[config.mk]
export PLATFORM = sky130hd
export DESIGN_NAME = matrix_result_reader
export DESIGN_NICKNAME = d
export VERILOG_FILES = /design/src/rtl/matrix_result_reader_pkg.sv /design/src/rtl/matrix_result_reader_cpi_divider.sv /design/src/rtl/matrix_result_reader.sv
export SDC_FILE = /design/constraint.sdc
export NUM_CORES = 1
export LEC_CHECK = 0
export BUFFER_PORTS_ARGS = -buffer_cell sky130_fd_sc_hd__buf_4
export CAP_MARGIN = 5
export CORE_ASPECT_RATIO = 1.5
export CORE_MARGIN = 2
export CORE_UTILIZATION = 45
export DETAILED_ROUTE_END_ITERATION = 7
export GPL_TIMING_DRIVEN = 0
export HOLD_SLACK_MARGIN = 0.12
export PLACE_DENSITY = 0.69
export SKIP_CTS_REPAIR_TIMING = 1
export SYNTH_ARGS = -nofsm -noshare
export SYNTH_HDL_FRONTEND = slang
export SYNTH_SLANG_ARGS = --single-unit
[constraint.sdc]
create_clock -name CLOCK_50 -period 3.7 [get_ports CLOCK_50]
set_input_delay 0.925 -clock CLOCK_50 [delete_from_list [all_inputs] [get_ports CLOCK_50]]
set_output_delay 0.925 -clock CLOCK_50 [all_outputs]
set_load 0.05 [all_outputs]
[src/rtl/matrix_result_reader_pkg.sv]
// Shared types and constants for the matrix result reader.
package matrix_result_reader_pkg;

  typedef enum logic [2:0] {
    IDLE     = 3'd0,
    READ     = 3'd1,
    OUT      = 3'd2,
    CPI      = 3'd3,
    FINISHED = 3'd4
  } state_e;

  localparam int WORD_BYTES    = 4;
  localparam int CPI_FRAC_BITS = 8;

  // The result matrix sits directly after matrix1 (m x n) and matrix2 (n x n2).
  function automatic int res_base(input int m, input int n, input int n2);
    return WORD_BYTES * (m * n + n * n2);
  endfunction

endpackage

[src/rtl/matrix_result_reader_cpi_divider.sv]
// Restoring divider producing a saturating 16-bit quotient in 24 cycles.
// A zero divisor short-circuits to 16'hFFFF on the cycle after start.
module cpi_divider (
  input  logic        clk,
  input  logic        rst_n,
  input  logic        start,
  input  logic [23:0] dividend,
  input  logic [15:0] divisor,
  output logic        done,
  output logic [15:0] quotient
);

  logic        busy_q, busy_d;
  logic [4:0]  cnt_q, cnt_d;
  logic [15:0] rem_q, rem_d;
  logic [23:0] quo_q, quo_d;
  logic [15:0] div_q, div_d;
  logic        done_q, done_d;
  logic [15:0] result_q, result_d;
  logic [16:0] rem_shift_s;
  logic [16:0] diff_s;

  // Next-state for one restoring step per cycle.
  always_comb begin
    busy_d      = busy_q;
    cnt_d       = cnt_q;
    rem_d       = rem_q;
    quo_d       = quo_q;
    div_d       = div_q;
    done_d      = 1'b0;
    result_d    = result_q;
    rem_shift_s = {rem_q, quo_q[23]};
    diff_s      = rem_shift_s - {1'b0, div_q};
    if (start) begin
      if (divisor == 16'd0) begin
        busy_d   = 1'b0;
        done_d   = 1'b1;
        result_d = 16'hFFFF;
      end else begin
        busy_d = 1'b1;
        cnt_d  = 5'd0;
        rem_d  = 16'd0;
        quo_d  = dividend;
        div_d  = divisor;
      end
    end else if (busy_q) begin
      if (!diff_s[16]) begin
        rem_d = diff_s[15:0];
        quo_d = {quo_q[22:0], 1'b1};
      end else begin
        rem_d = rem_shift_s[15:0];
        quo_d = {quo_q[22:0], 1'b0};
      end
      if (cnt_q == 5'd23) begin
        busy_d   = 1'b0;
        done_d   = 1'b1;
        result_d = (quo_d[23:16] != 8'd0) ? 16'hFFFF : quo_d[15:0];
      end else begin
        cnt_d = cnt_q + 5'd1;
      end
    end else begin
      busy_d = 1'b0;
    end
  end

  // Divider state registers.
  always_ff @(posedge clk or negedge rst_n) begin
    if (!rst_n) begin
      busy_q   <= 1'b0;
      cnt_q    <= 5'd0;
      rem_q    <= 16'd0;
      quo_q    <= 24'd0;
      div_q    <= 16'd0;
      done_q   <= 1'b0;
      result_q <= 16'd0;
    end else begin
      busy_q   <= busy_d;
      cnt_q    <= cnt_d;
      rem_q    <= rem_d;
      quo_q    <= quo_d;
      div_q    <= div_d;
      done_q   <= done_d;
      result_q <= result_d;
    end
  end

  assign done     = done_q;
  assign quotient = result_q;

endmodule

[src/rtl/matrix_result_reader.sv]
// Streams the CPU result matrix as big-endian signed words after program completion.
// Optional CPI computation is enabled by defining MATRIX_RESULT_READER_CPI_EN.
module matrix_result_reader
  import matrix_result_reader_pkg::*;
#(
  parameter int M      = 2,
  parameter int N      = 4,
  parameter int N2     = 2,
  parameter int ADDR_W = 8
) (
  input  logic              CLOCK_50,
  input  logic              RESET_N,
  input  logic              done,
  input  logic [15:0]       clock_count,
  input  logic [15:0]       instr_cnt,
  output logic [ADDR_W-1:0] mem_addr,
  input  logic [7:0]        mem_rdata,
  output logic              out_valid,
  input  logic              out_ready,
  output logic [31:0]       out_data,
  output logic [7:0]        out_row,
  output logic [7:0]        out_col,
  output logic              out_last,
  output logic              busy,
  output logic              finished,
  output logic [15:0]       cycles_snap,
  output logic [15:0]       instrs_snap,
  output logic [15:0]       cpi_q8
);

  function automatic logic [ADDR_W-1:0] addr_of(input logic [7:0] r, input logic [7:0] c);
    return ADDR_W'(res_base(M, N, N2) + WORD_BYTES * (int'(r) * N2 + int'(c)));
  endfunction

  state_e            state_q, state_d;
  logic              done_q, done_d;
  logic [2:0]        cnt_q, cnt_d;
  logic [ADDR_W-1:0] mem_addr_q, mem_addr_d;
  logic [31:0]       word_q, word_d;
  logic [7:0]        row_q, row_d, col_q, col_d;
  logic              out_valid_q, out_valid_d;
  logic              out_last_q, out_last_d;
  logic              busy_q, busy_d;
  logic              finished_q, finished_d;
  logic [15:0]       cycles_q, cycles_d;
  logic [15:0]       instrs_q, instrs_d;
  logic              trigger_s;
  logic              row_end_s;
  logic [7:0]        nxt_row_s, nxt_col_s;
`ifdef MATRIX_RESULT_READER_CPI_EN
  logic [15:0]       cpi_q, cpi_d;
  logic              div_start_q, div_start_d;
  logic              div_done_s;
  logic [15:0]       div_quo_s;
`endif

  // Controller next-state and datapath updates.
  always_comb begin
    state_d     = state_q;
    done_d      = done;
    cnt_d       = cnt_q;
    mem_addr_d  = mem_addr_q;
    word_d      = word_q;
    row_d       = row_q;
    col_d       = col_q;
    out_valid_d = out_valid_q;
    out_last_d  = out_last_q;
    busy_d      = busy_q;
    finished_d  = finished_q;
    cycles_d    = cycles_q;
    instrs_d    = instrs_q;
`ifdef MATRIX_RESULT_READER_CPI_EN
    cpi_d       = cpi_q;
    div_start_d = 1'b0;
`endif
    trigger_s = done & ~done_q;
    row_end_s = (col_q == 8'(N2 - 1));
    nxt_col_s = row_end_s ? 8'd0 : col_q + 8'd1;
    nxt_row_s = row_end_s ? row_q + 8'd1 : row_q;
    case (state_q)
      IDLE: begin
        if (trigger_s) begin
          state_d    = READ;
          cycles_d   = clock_count;
          instrs_d   = instr_cnt;
          row_d      = 8'd0;
          col_d      = 8'd0;
          cnt_d      = 3'd0;
          mem_addr_d = addr_of(8'd0, 8'd0);
          busy_d     = 1'b1;
`ifdef MATRIX_RESULT_READER_CPI_EN
          cpi_d      = 16'd0;
`endif
        end else begin
          state_d = IDLE;
        end
      end
      READ: begin
        // Addresses go out on counts 0..2 after the base; bytes land one cycle later.
        if (cnt_q < 3'd3) begin
          mem_addr_d = mem_addr_q + ADDR_W'(1);
        end else begin
          mem_addr_d = mem_addr_q;
        end
        if (cnt_q != 3'd0) begin
          word_d = {word_q[23:0], mem_rdata};
        end else begin
          word_d = word_q;
        end
        if (cnt_q == 3'd4) begin
          state_d     = OUT;
          cnt_d       = 3'd0;
          out_valid_d = 1'b1;
          out_last_d  = (row_q == 8'(M - 1)) && row_end_s;
        end else begin
          cnt_d = cnt_q + 3'd1;
        end
      end
      OUT: begin
        if (out_ready) begin
          out_valid_d = 1'b0;
          out_last_d  = 1'b0;
          if (out_last_q) begin
`ifdef MATRIX_RESULT_READER_CPI_EN
            state_d     = CPI;
            div_start_d = 1'b1;
`else
            state_d    = FINISHED;
            busy_d     = 1'b0;
            finished_d = 1'b1;
`endif
          end else begin
            state_d    = READ;
            row_d      = nxt_row_s;
            col_d      = nxt_col_s;
            cnt_d      = 3'd0;
            mem_addr_d = addr_of(nxt_row_s, nxt_col_s);
          end
        end else begin
          state_d = OUT;
        end
      end
`ifdef MATRIX_RESULT_READER_CPI_EN
      CPI: begin
        if (div_done_s) begin
          state_d    = FINISHED;
          cpi_d      = div_quo_s;
          busy_d     = 1'b0;
          finished_d = 1'b1;
        end else begin
          state_d = CPI;
        end
      end
`endif
      FINISHED: begin
        if (!done) begin
          state_d    = IDLE;
          finished_d = 1'b0;
        end else begin
          state_d = FINISHED;
        end
      end
      default: begin
        state_d     = IDLE;
        out_valid_d = 1'b0;
        busy_d      = 1'b0;
        finished_d  = 1'b0;
      end
    endcase
  end

  // Controller and output registers.
  always_ff @(posedge CLOCK_50 or negedge RESET_N) begin
    if (!RESET_N) begin
      state_q     <= IDLE;
      done_q      <= 1'b0;
      cnt_q       <= 3'd0;
      mem_addr_q  <= '0;
      word_q      <= 32'd0;
      row_q       <= 8'd0;
      col_q       <= 8'd0;
      out_valid_q <= 1'b0;
      out_last_q  <= 1'b0;
      busy_q      <= 1'b0;
      finished_q  <= 1'b0;
      cycles_q    <= 16'd0;
      instrs_q    <= 16'd0;
`ifdef MATRIX_RESULT_READER_CPI_EN
      cpi_q       <= 16'd0;
      div_start_q <= 1'b0;
`endif
    end else begin
      state_q     <= state_d;
      done_q      <= done_d;
      cnt_q       <= cnt_d;
      mem_addr_q  <= mem_addr_d;
      word_q      <= word_d;
      row_q       <= row_d;
      col_q       <= col_d;
      out_valid_q <= out_valid_d;
      out_last_q  <= out_last_d;
      busy_q      <= busy_d;
      finished_q  <= finished_d;
      cycles_q    <= cycles_d;
      instrs_q    <= instrs_d;
`ifdef MATRIX_RESULT_READER_CPI_EN
      cpi_q       <= cpi_d;
      div_start_q <= div_start_d;
`endif
    end
  end

`ifdef MATRIX_RESULT_READER_CPI_EN
  cpi_divider u_cpi_divider (
    .clk      (CLOCK_50),
    .rst_n    (RESET_N),
    .start    (div_start_q),
    .dividend ({cycles_q, {CPI_FRAC_BITS{1'b0}}}),
    .divisor  (instrs_q),
    .done     (div_done_s),
    .quotient (div_quo_s)
  );
  assign cpi_q8 = cpi_q;
`else
  assign cpi_q8 = 16'd0;
`endif

  assign mem_addr    = mem_addr_q;
  assign out_valid   = out_valid_q;
  assign out_data    = word_q;
  assign out_row     = row_q;
  assign out_col     = col_q;
  assign out_last    = out_last_q;
  assign busy        = busy_q;
  assign finished    = finished_q;
  assign cycles_snap = cycles_q;
  assign instrs_snap = instrs_q;

endmodule

== Yosys cells after proc, flatten, opt, wreduce, memory -nomap -nowiden ==
Index checks and enable logic that the tools add are counted.

* $add $sub $neg: 6
* Order comparisons: 1
* Bitwise gates (word level): 5
* Reductions and logical operators: 18
* Mux-type cells: 38
* Equality and inequality tests: 13

{| class="wikitable"
|+ Operators by type and width
! cell !! count
|-
| 2-to-1 mux 8 bit || 11
|-
| one-hot mux 8 bit (2 select lines) || 2
|-
| adder 8 x 1 -> 8 bit (second input constant) || 3
|-
| 2-to-1 mux 3 bit || 8
|-
| one-hot mux 8 bit (3 select lines) || 1
|-
| == test 8 x 1 -> 1 bit (second input constant) || 2
|-
| AND reduction 4 bit || 4
|-
| inequality test 2 bit (second input constant) || 7
|-
| one-hot mux 3 bit (4 select lines) || 1
|-
| 2-to-1 mux 1 bit || 10
|-
| one-hot mux 1 bit (3 select lines) || 3
|-
| one-hot mux 3 bit (3 select lines) || 1
|-
| adder 7 x 8 -> 8 bit (first input constant) || 1
|-
| adder 6 bit || 1
|-
| == test 3 bit (second input constant) || 2
|-
| AND reduction 3 bit || 2
|-
| nonzero test 3 bit || 2
|-
| OR reduction 2 bit || 3
|-
| AND reduction 5 bit || 1
|-
| inverter 1 bit || 4
|-
| AND reduction 2 bit || 2
|-
| nonzero test 2 bit || 2
|-
| adder 3 x 1 -> 3 bit (second input constant) || 1
|-
| == test 3 x 1 -> 1 bit (second input constant) || 1
|-
| other kinds (6) || 6
|}

* Output and inout port bits: 108
* Flip-flop bits (word level): 99

== Logic depth before layout (Yosys ltp) ==
Gate-level depths: netlist of the first run.

* Depth after elaboration: 7
* Depth in mapped cells: 15
* Mapped depth without buffers: 14

== Worst setup path after synthesis of the first run ==
OpenSTA, ideal clock, no wires.

* Path type: flip-flop to flip-flop
* From: register col_q[0] (netlist: out_col[0])
* To: register mem_addr_q[7] (netlist: mem_addr[7])
* Path slack: 512 ps
* Cell stages (with the launch flop): 15
* Library setup time: 126 ps
* Period minus slack after synthesis: 3188 ps
* Required time: 3574 ps
* Arrival: 3062 ps
* Buffers on the path: 1
* Cells stage by stage: dfrtp_1 > ha_1 > nor4b_2 > and2_1 > clkbuf_1 > nor2_1 > a21oi_1 > inv_1 > fa_1 > inv_1 > a21o_1 > a21oi_1 > xnor3_1 > xnor2_1 > a221o_1

* Word-level cells in the longest chain between the ends: 7
* Elaborated cells between the ends (all ways): 9

{| class="wikitable"
|+ Ends and longest elaborated chain
! element !! line !! RTL
|-
| from (decl) || matrix_result_reader.sv:40 || <nowiki>logic [7:0] row_q, row_d, col_q, col_d;</nowiki>
|-
| from (signal assigned) || matrix_result_reader.sv:199 || <nowiki>col_q <= col_d;</nowiki>
|-
| adder 8 x 1 -> 8 bit / == test 8 x 1 -> 1 bit (equally long branches) || matrix_result_reader.sv:78, matrix_result_reader.sv:77 ||
|-
| 2-to-1 mux 8 bit, on equally long branches || matrix_result_reader.sv:78, matrix_result_reader.sv:79 ||
|-
| adder 6 bit * || matrix_result_reader.sv:32 || <nowiki>return ADDR_W'(res_base(M, N, N2) + WORD_BYTES * (int'(r) * N2 + int'(c)));</nowiki>
|-
| adder 7 x 8 -> 8 bit * || matrix_result_reader.sv:32 ||
|-
| 2-to-1 mux 8 bit * || matrix_result_reader.sv:123 || <nowiki>if (out_last_q) begin</nowiki>
|-
| 2-to-1 mux 8 bit * || matrix_result_reader.sv:120 || <nowiki>if (out_ready) begin</nowiki>
|-
| one-hot mux 8 bit (3 select lines) * || matrix_result_reader.sv:80 || <nowiki>case (state_q)</nowiki>
|-
| to (signal assigned) || matrix_result_reader.sv:196 || <nowiki>mem_addr_q <= mem_addr_d;</nowiki>
|-
| to (decl) || matrix_result_reader.sv:38 || <nowiki>logic [ADDR_W-1:0] mem_addr_q, mem_addr_d;</nowiki>
|}

Every way passes the cells marked *; elsewhere a longest branch is shown, timed or not. The select of a mux whose other input is x is not followed.
A chain may end at the register's enable or synchronous reset.

== Worst setup path after layout of the first run ==
Ends and elaborated chain as after synthesis.

==> impl_metrics.json, run 1 <==
{
  "ys_types": 49,
  "clk_latency_ps": 340,
  "power_uw": 6140,
  "final_hold_viol_count": 0,
  "grt_pass1_wl_mm": 16.8,
  "arrival_ps": 3530,
  "crit_required_ps": 3930,
  "wire_per_inst_um": 15.2,
  "start_kind": "flop",
  "finalCritPeriodShare_pct": 89.3,
  "grt_max_degree": 100,
  "dp_hpwl_mm": 7.65,
  "power.share.clock_pct": 14.6,
  "postSynthRegisterBits": 99,
  "setup_tns_ps": 0,
  "cts_tree": "yes",
  "max_cap_violations": 0,
  "comb_power_share_pct": 56.0,
  "skew_ps": 5.31,
  "hold_class": "flop to flop",
  "clkSinkCount": 99,
  "rsz0062_at_grt": "false",
  "place_inst": 667,
  "layout_min_cycle_time_ps": 3300,
  "power.switching_uw": 2980,
  "fill_cells": 850,
  "cts_made_buffers": 9,
  "p_int_uw": 3160,
  "slew_viol_final": 0,
  "clkTransAtPathRegs_ps": 70,
  "fmax_mhz": 303,
  "drc_errors": 0,
  "die-area_mm2": 0.0112,
  "netlist_area_mm2": 0.00464,
  "die_w_um": 86.9,
  "via_per_inst": 5.15,
  "synth_edf_count": 0,
  "synthCells": 400,
  "setup_viol": 0,
  "htreeDepth": 3,
  "status": "complete, no violations",
  "irDropWorstVdd_mv": 0.323,
  "yosysWarningCount": 0,
  "p_per_area_mw_per_mm2": 999,
  "antenna_found_initial": 0,
  "end_kind": "flop",
  "maxSlewHeadroom_pct": 40.1,
  "synth-seq-area-share_pct": 53.4,
  "overflow": 0,
  "routed_wirelength_mm": 10.4,
  "root_buffer": "clkbuf_16",
  "grt.total_usage_pct": 19.1,
  "final_layout_size_suffix_gt1_share_pct": 42.4,
  "grt_pass1_vias": 3552,
  "place_area_mm2": 0.00586,
  "avgSynthCellArea_um2": 11.6,
  "worst_pin_slew_ps": 899,
  "num_vias": 3518,
  "dr.pass1.iters": 4,
  "row_count": 45,
  "ios": 152,
  "async_reset_ff_share_pct": 100,
  "p_leak_uw": 0.00293,
  "ys.flop_type": "dfrtp_1",
  "place.gp.congestion": 0.819,
  "seq_power_share_pct": 29.4,
  "port_buffers": 135,
  "path_class": "flop to flop",
  "fin_nets": 617,
  "p_sw_share_pct": 48.5,
  "core_area_mm2": 0.0101,
  "first_iter_violations": 158,
  "design_area_mm2": 0.00615,
  "antenna_left": 0,
  "die_y_um": 128,
  "initial_core_util_pct": 46.1,
  "fin_cells": 683,
  "crit_path_max_fanout": 8,
  "syn_to_final_growth_pct": 32.4,
  "clockBufferDepth": 2,
  "antenna_cells": 0
}
## cells in the mapped netlist (2+ instances only)
| library cell | count | share of area [%] |
|---|---|---|
| dfrtp_1 | 99 | 53 |
| mux2_2 | 58 | 14 |
| nand2_1 | 29 | 2.3 |
| nor2_1 | 28 | 2.3 |
| o21ai_0 | 23 | 2.5 |
| buf_4 | 16 | 2.6 |
| inv_1 | 15 | 1.2 |
| nand3_1 | 12 | 1.3 |
| a21oi_1 | 11 | 1.2 |
| ha_1 | 11 | 3.0 |
| xnor2_1 | 11 | 2.1 |
| buf_2 | 9 | 0.97 |
| o21ai_1 | 9 | 0.97 |
| clkbuf_1 | 7 | 0.57 |
| mux2_1 | 6 | 1.5 |
| nor3_1 | 5 | 0.54 |
| and2_1 | 4 | 0.54 |
| nand4_1 | 4 | 0.54 |
| xor2_1 | 4 | 0.75 |
| a22o_1 | 3 | 0.57 |
| o22ai_1 | 3 | 0.40 |
| a21o_1 | 2 | 0.32 |
| and3_1 | 2 | 0.27 |
| nand3b_1 | 2 | 0.32 |
| nor2b_1 | 2 | 0.27 |
| o31ai_1 | 2 | 0.32 |
## layer usage
metal / vias to the layer above / global-route usage [%] / part of all wire, % / routed length [um]
li1: 1683 / - / - / -
met1: 1708 / 22.1 / 41 / 4200
met2: 113 / 34.4 / 53 / 5440
met3: 14 / 3.66 / 5.3 / 553
met4: 0 / 7.26 / 1.6 / 165
met5: - / 0 / 0 / 0
## power by group through the flow
stage | clock (uW) | combinational, uW | sequential, uW
2_1_floorplan | 0 | 1030 | 3220
3_3_place_gp | 0 | 3410 | 1810
3_5_place_dp | 0 | 3470 | 1840
4_1_cts | 919 | 3470 | 1810
5_1_grt | 965 | 3640 | 1870
6_report | 895 | 3440 | 1810
## placed cells by master (no fill, tap or decap), types with 5 or more instances in the layout
cell / n
a21oi_1: 11
buf_2: 9
buf_4: 150
clkbuf_1: 7
clkbuf_16: 9
conb_1: 16
dfrtp_1: 99
ha_1: 11
inv_1: 15
mux2_1: 6
mux2_2: 58
nand2_1: 29
nand3_1: 12
nor2_1: 28
nor3_1: 5
o21ai_0: 23
o21ai_1: 9
xnor2_1: 11
## state kept, by name (all words and copies together) (netlist names), 3 cells and up
signal and cells:
out_data 32, cycles_snap 16, instrs_snap 16, mem_addr 8, out_col 8, out_row 8, cnt_q 3, state_q 3
## per-stage QoR
step / util, % / worst slack [ps] / hold slack, ps
CTS: 61.0 / 381 / 492
detailed placement: 58.1 / 419 / 476
floorplan: - / 512 / 521
finish: 61.0 / 395 / 486
global route: 61.0 / 116 / 497
global placement: 58.1 / 468 / 470
## critical path: stages, from the launching register on
cell and delay, ps:
dfrtp_1 510, ha_1 190, nor4b_2 220, and2_1 170, clkbuf_1 320, nor2_1 70
a21oi_1 220, inv_1 100, fa_1 460, inv_1 70, a21o_1 110, a21oi_1 60
xnor3_1 220, xnor2_1 140, a221o_1 320
## path summary, 6_finish.rpt
path                           startpoint             end  slack [ps]  cells after the start
max in group asynchronous         RESET_N      out_row[4]        2400                      1
min                        cycles_snap[8]  cycles_snap[8]         490                      1
min in group asynchronous         RESET_N  cycles_snap[1]         680                      1
max                            out_col[0]     mem_addr[7]         400                     14
max reg2reg                    out_col[0]     mem_addr[7]         400                     14
min reg2reg                cycles_snap[8]  cycles_snap[8]         490                      1
## cell families (layout without fill, tap and decap cells)
kind of cell	count (synthesis)	count (layout)	share of synthesized area (%)
other	1	16	0.0808
xor gates and xnor gates	16	16	3.31
muxes	65	65	15.7
adders and majority gates	12	12	3.40
buffers and inverters	48	199	5.42
DFF	99	99	53.4
AOI/OAI and AO/OA	63	63	8.27
and+or+nand+nor	96	96	10.4
## cell type report
type,instances,area (um2),area share (%)
Tap cell,117,146,2.38
Buffer,32,191,3.11
Multi-Input combinational cell,268,1970,32.1
Clock inverter,7,60.1,0.977
Timing Repair Buffer,135,1020,16.5
Inverter,16,60.1,0.977
Sequential cell,99,2480,40.3
Clock buffer,9,225,3.66
(Power assumes the default switching activity.)
==> run 2: changes to the inputs <==
BUFFER_PORTS_ARGS = unset   (was -buffer_cell sky130_fd_sc_hd__buf_4)
DONT_BUFFER_PORTS = 1   (was unset)
PLACE_DENSITY = 0.57   (was 0.69)
==> run 2 against run 1 <==
Against the previous run: register-to-register slack worse by 150 ps; wire length fell by 3.7%; final cell count decreased by 20%; worst setup slack worse by 150 ps; clock skew is 0.69 ps higher; utilization is 10 points lower; highest routed layer unchanged.
==> impl_metrics.json, run 2 (synthesis results as in run 1) <==
{
  "maxSlewHeadroom_pct": 54.1,
  "die_y_um": 128,
  "num_vias": 3057,
  "die_w_um": 86.9,
  "worst_pin_slew_ps": 688,
  "final_layout_size_suffix_gt1_share_pct": 24.8,
  "clk_latency_ps": 340,
  "cts_tree": "yes",
  "post-place-ws_ps": 13.1,
  "dp_hpwl_mm": 7.28,
  "crit_required_ps": 3920,
  "met3_length_um": 890,
  "final_hold_viol_count": 0,
  "regToRegStartpoint": "out_col[0]",
  "p_per_area_mw_per_mm2": 1060,
  "fin_cells": 548,
  "rsz0062_at_grt": "false",
  "cts_made_buffers": 9,
  "p_leak_uw": 0.00227,
  "finalCritPeriodShare_pct": 93.5,
  "path_class": "flop to flop",
  "r2r_slack_ps": 240,
  "first_iter_violations": 76,
  "overflow": 0,
  "power.share.clock_pct": 16.6,
  "critPathCapture": "mem_addr[7]",
  "clkSinkCount": 99,
  "core_area_mm2": 0.0101,
  "seq_power_share_pct": 60.9,
  "final_common_cell": "dfrtp_1",
  "p_int_uw": 2620,
  "row_count": 45,
  "highest_layer": "met4",
  "p_sw_share_pct": 51.9,
  "syn_to_final_growth_pct": 10.6,
  "clkTransAtPathRegs_ps": 70,
  "grt.total_usage_pct": 17.9,
  "setup_viol": 0,
  "max_cap_violations": 0,
  "root_buffer": "clkbuf_16",
  "grt_pass1_vias": 3020,
  "clockBufferDepth": 2,
  "die-area_mm2": 0.0112,
  "dr.pass1.iters": 4,
  "htreeDepth": 3,
  "port_buffers": 0,
  "arrival_ps": 3680,
  "slew_viol_final": 0,
  "routed_wirelength_mm": 9.98,
  "initial_core_util_pct": 46.1,
  "antenna_found_initial": 0,
  "via_per_inst": 5.58,
  "start_kind": "flop",
  "setup_tns_ps": 0,
  "end_kind": "flop",
  "reg2reg_depth": 14,
  "r2r-end": "mem_addr[7]",
  "worst_slack_ps": 241,
  "wl_met1_mm": 3.68,
  "skew_ps": 6.00,
  "antenna_left": 0,
  "grt_max_degree": 100,
  "ios": 152,
  "wire_per_inst_um": 18.2,
  "drc_errors": 0,
  "utilization_pct": 51.0,
  "comb_power_share_pct": 22.5,
  "power.switching_uw": 2830,
  "place.gp.congestion": 0.786,
  "grt_pass1_wl_mm": 15.4,
  "startpoint": "out_col[0]",
  "hold_class": "primary input to asynchronous set/reset pin",
  "antenna_cells": 0,
  "final_cell_mix": "dfrtp_1, mux2_2, nand2_1",
  "irDropWorstVdd_mv": 0.386,
  "fin_nets": 482,
  "wl_met2_mm": 5.19,
  "fmax_mhz": 289,
  "largest_reg_flops": 32,
  "status": "complete, no violations",
  "place_inst": 532,
  "crit_path_max_fanout": 8,
  "layout_min_cycle_time_ps": 3460
}
[run 2: how the worst min path moves through the flow]
stage                                  to  cells after the start      from  slack, ps
after detailed placement         cnt_q[2]                      1  cnt_q[2]        570
final                      cycles_snap[6]                      0   RESET_N        280
after CTS                 cycles_snap[10]                      0   RESET_N        260
after global routing           out_row[7]                      0   RESET_N        260
after floorplan                  cnt_q[2]                      1  cnt_q[2]        520
after global placement           cnt_q[2]                      2  cnt_q[2]        560
[run 2: per-stage QoR]
step / power, uW / cell area [um2] / hold slack (ps)
floorplan: 4250 / 4700 / 521
global placement: 4540 / 4850 / 562
detailed placement: 4600 / 4850 / 573
CTS: 5500 / 5130 / 261
global route: 5720 / 5140 / 257
finish: 5440 / 5140 / 275
[run 2: layout make-up]
cell class              instances  area [um2]
fillers                       912        4940
flip-flops and latches         99        2480
multi-input cells             268        1970
clock buffers                  11         253
plain buffers                  32         191
well taps                     117         146
inverters                      16        60.1
clock inverters                 5        35.0
[run 2: routing by layer]
layer,track usage [%],up-vias
met2,31.1,130
met1,19.8,1494
met4,8.09,0
li1,-,1414
met5,0,-
met3,5.71,19
[run 2: power by group through the flow]
stage / clock network, uW / registers [uW] / logic (uW)
final: 904 / 3310 / 1230
after global routing: 973 / 3390 / 1360
after CTS: 927 / 3330 / 1240
after detailed placement: 0 / 3360 / 1240
after global placement: 0 / 3340 / 1200
after floorplan: 0 / 3220 / 1030
[run 2: worst max-delay path: stages (launching register included)]
cell,delay [ps]
dfrtp_2,610
ha_1,210
nor4b_2,210
and2_1,160
clkbuf_1,310
nor2_1,70
a21oi_1,250
inv_1,100
fa_1,460
inv_1,70
a21o_1,110
a21oi_1,70
xnor3_1,220
xnor2_1,150
a221o_1,330
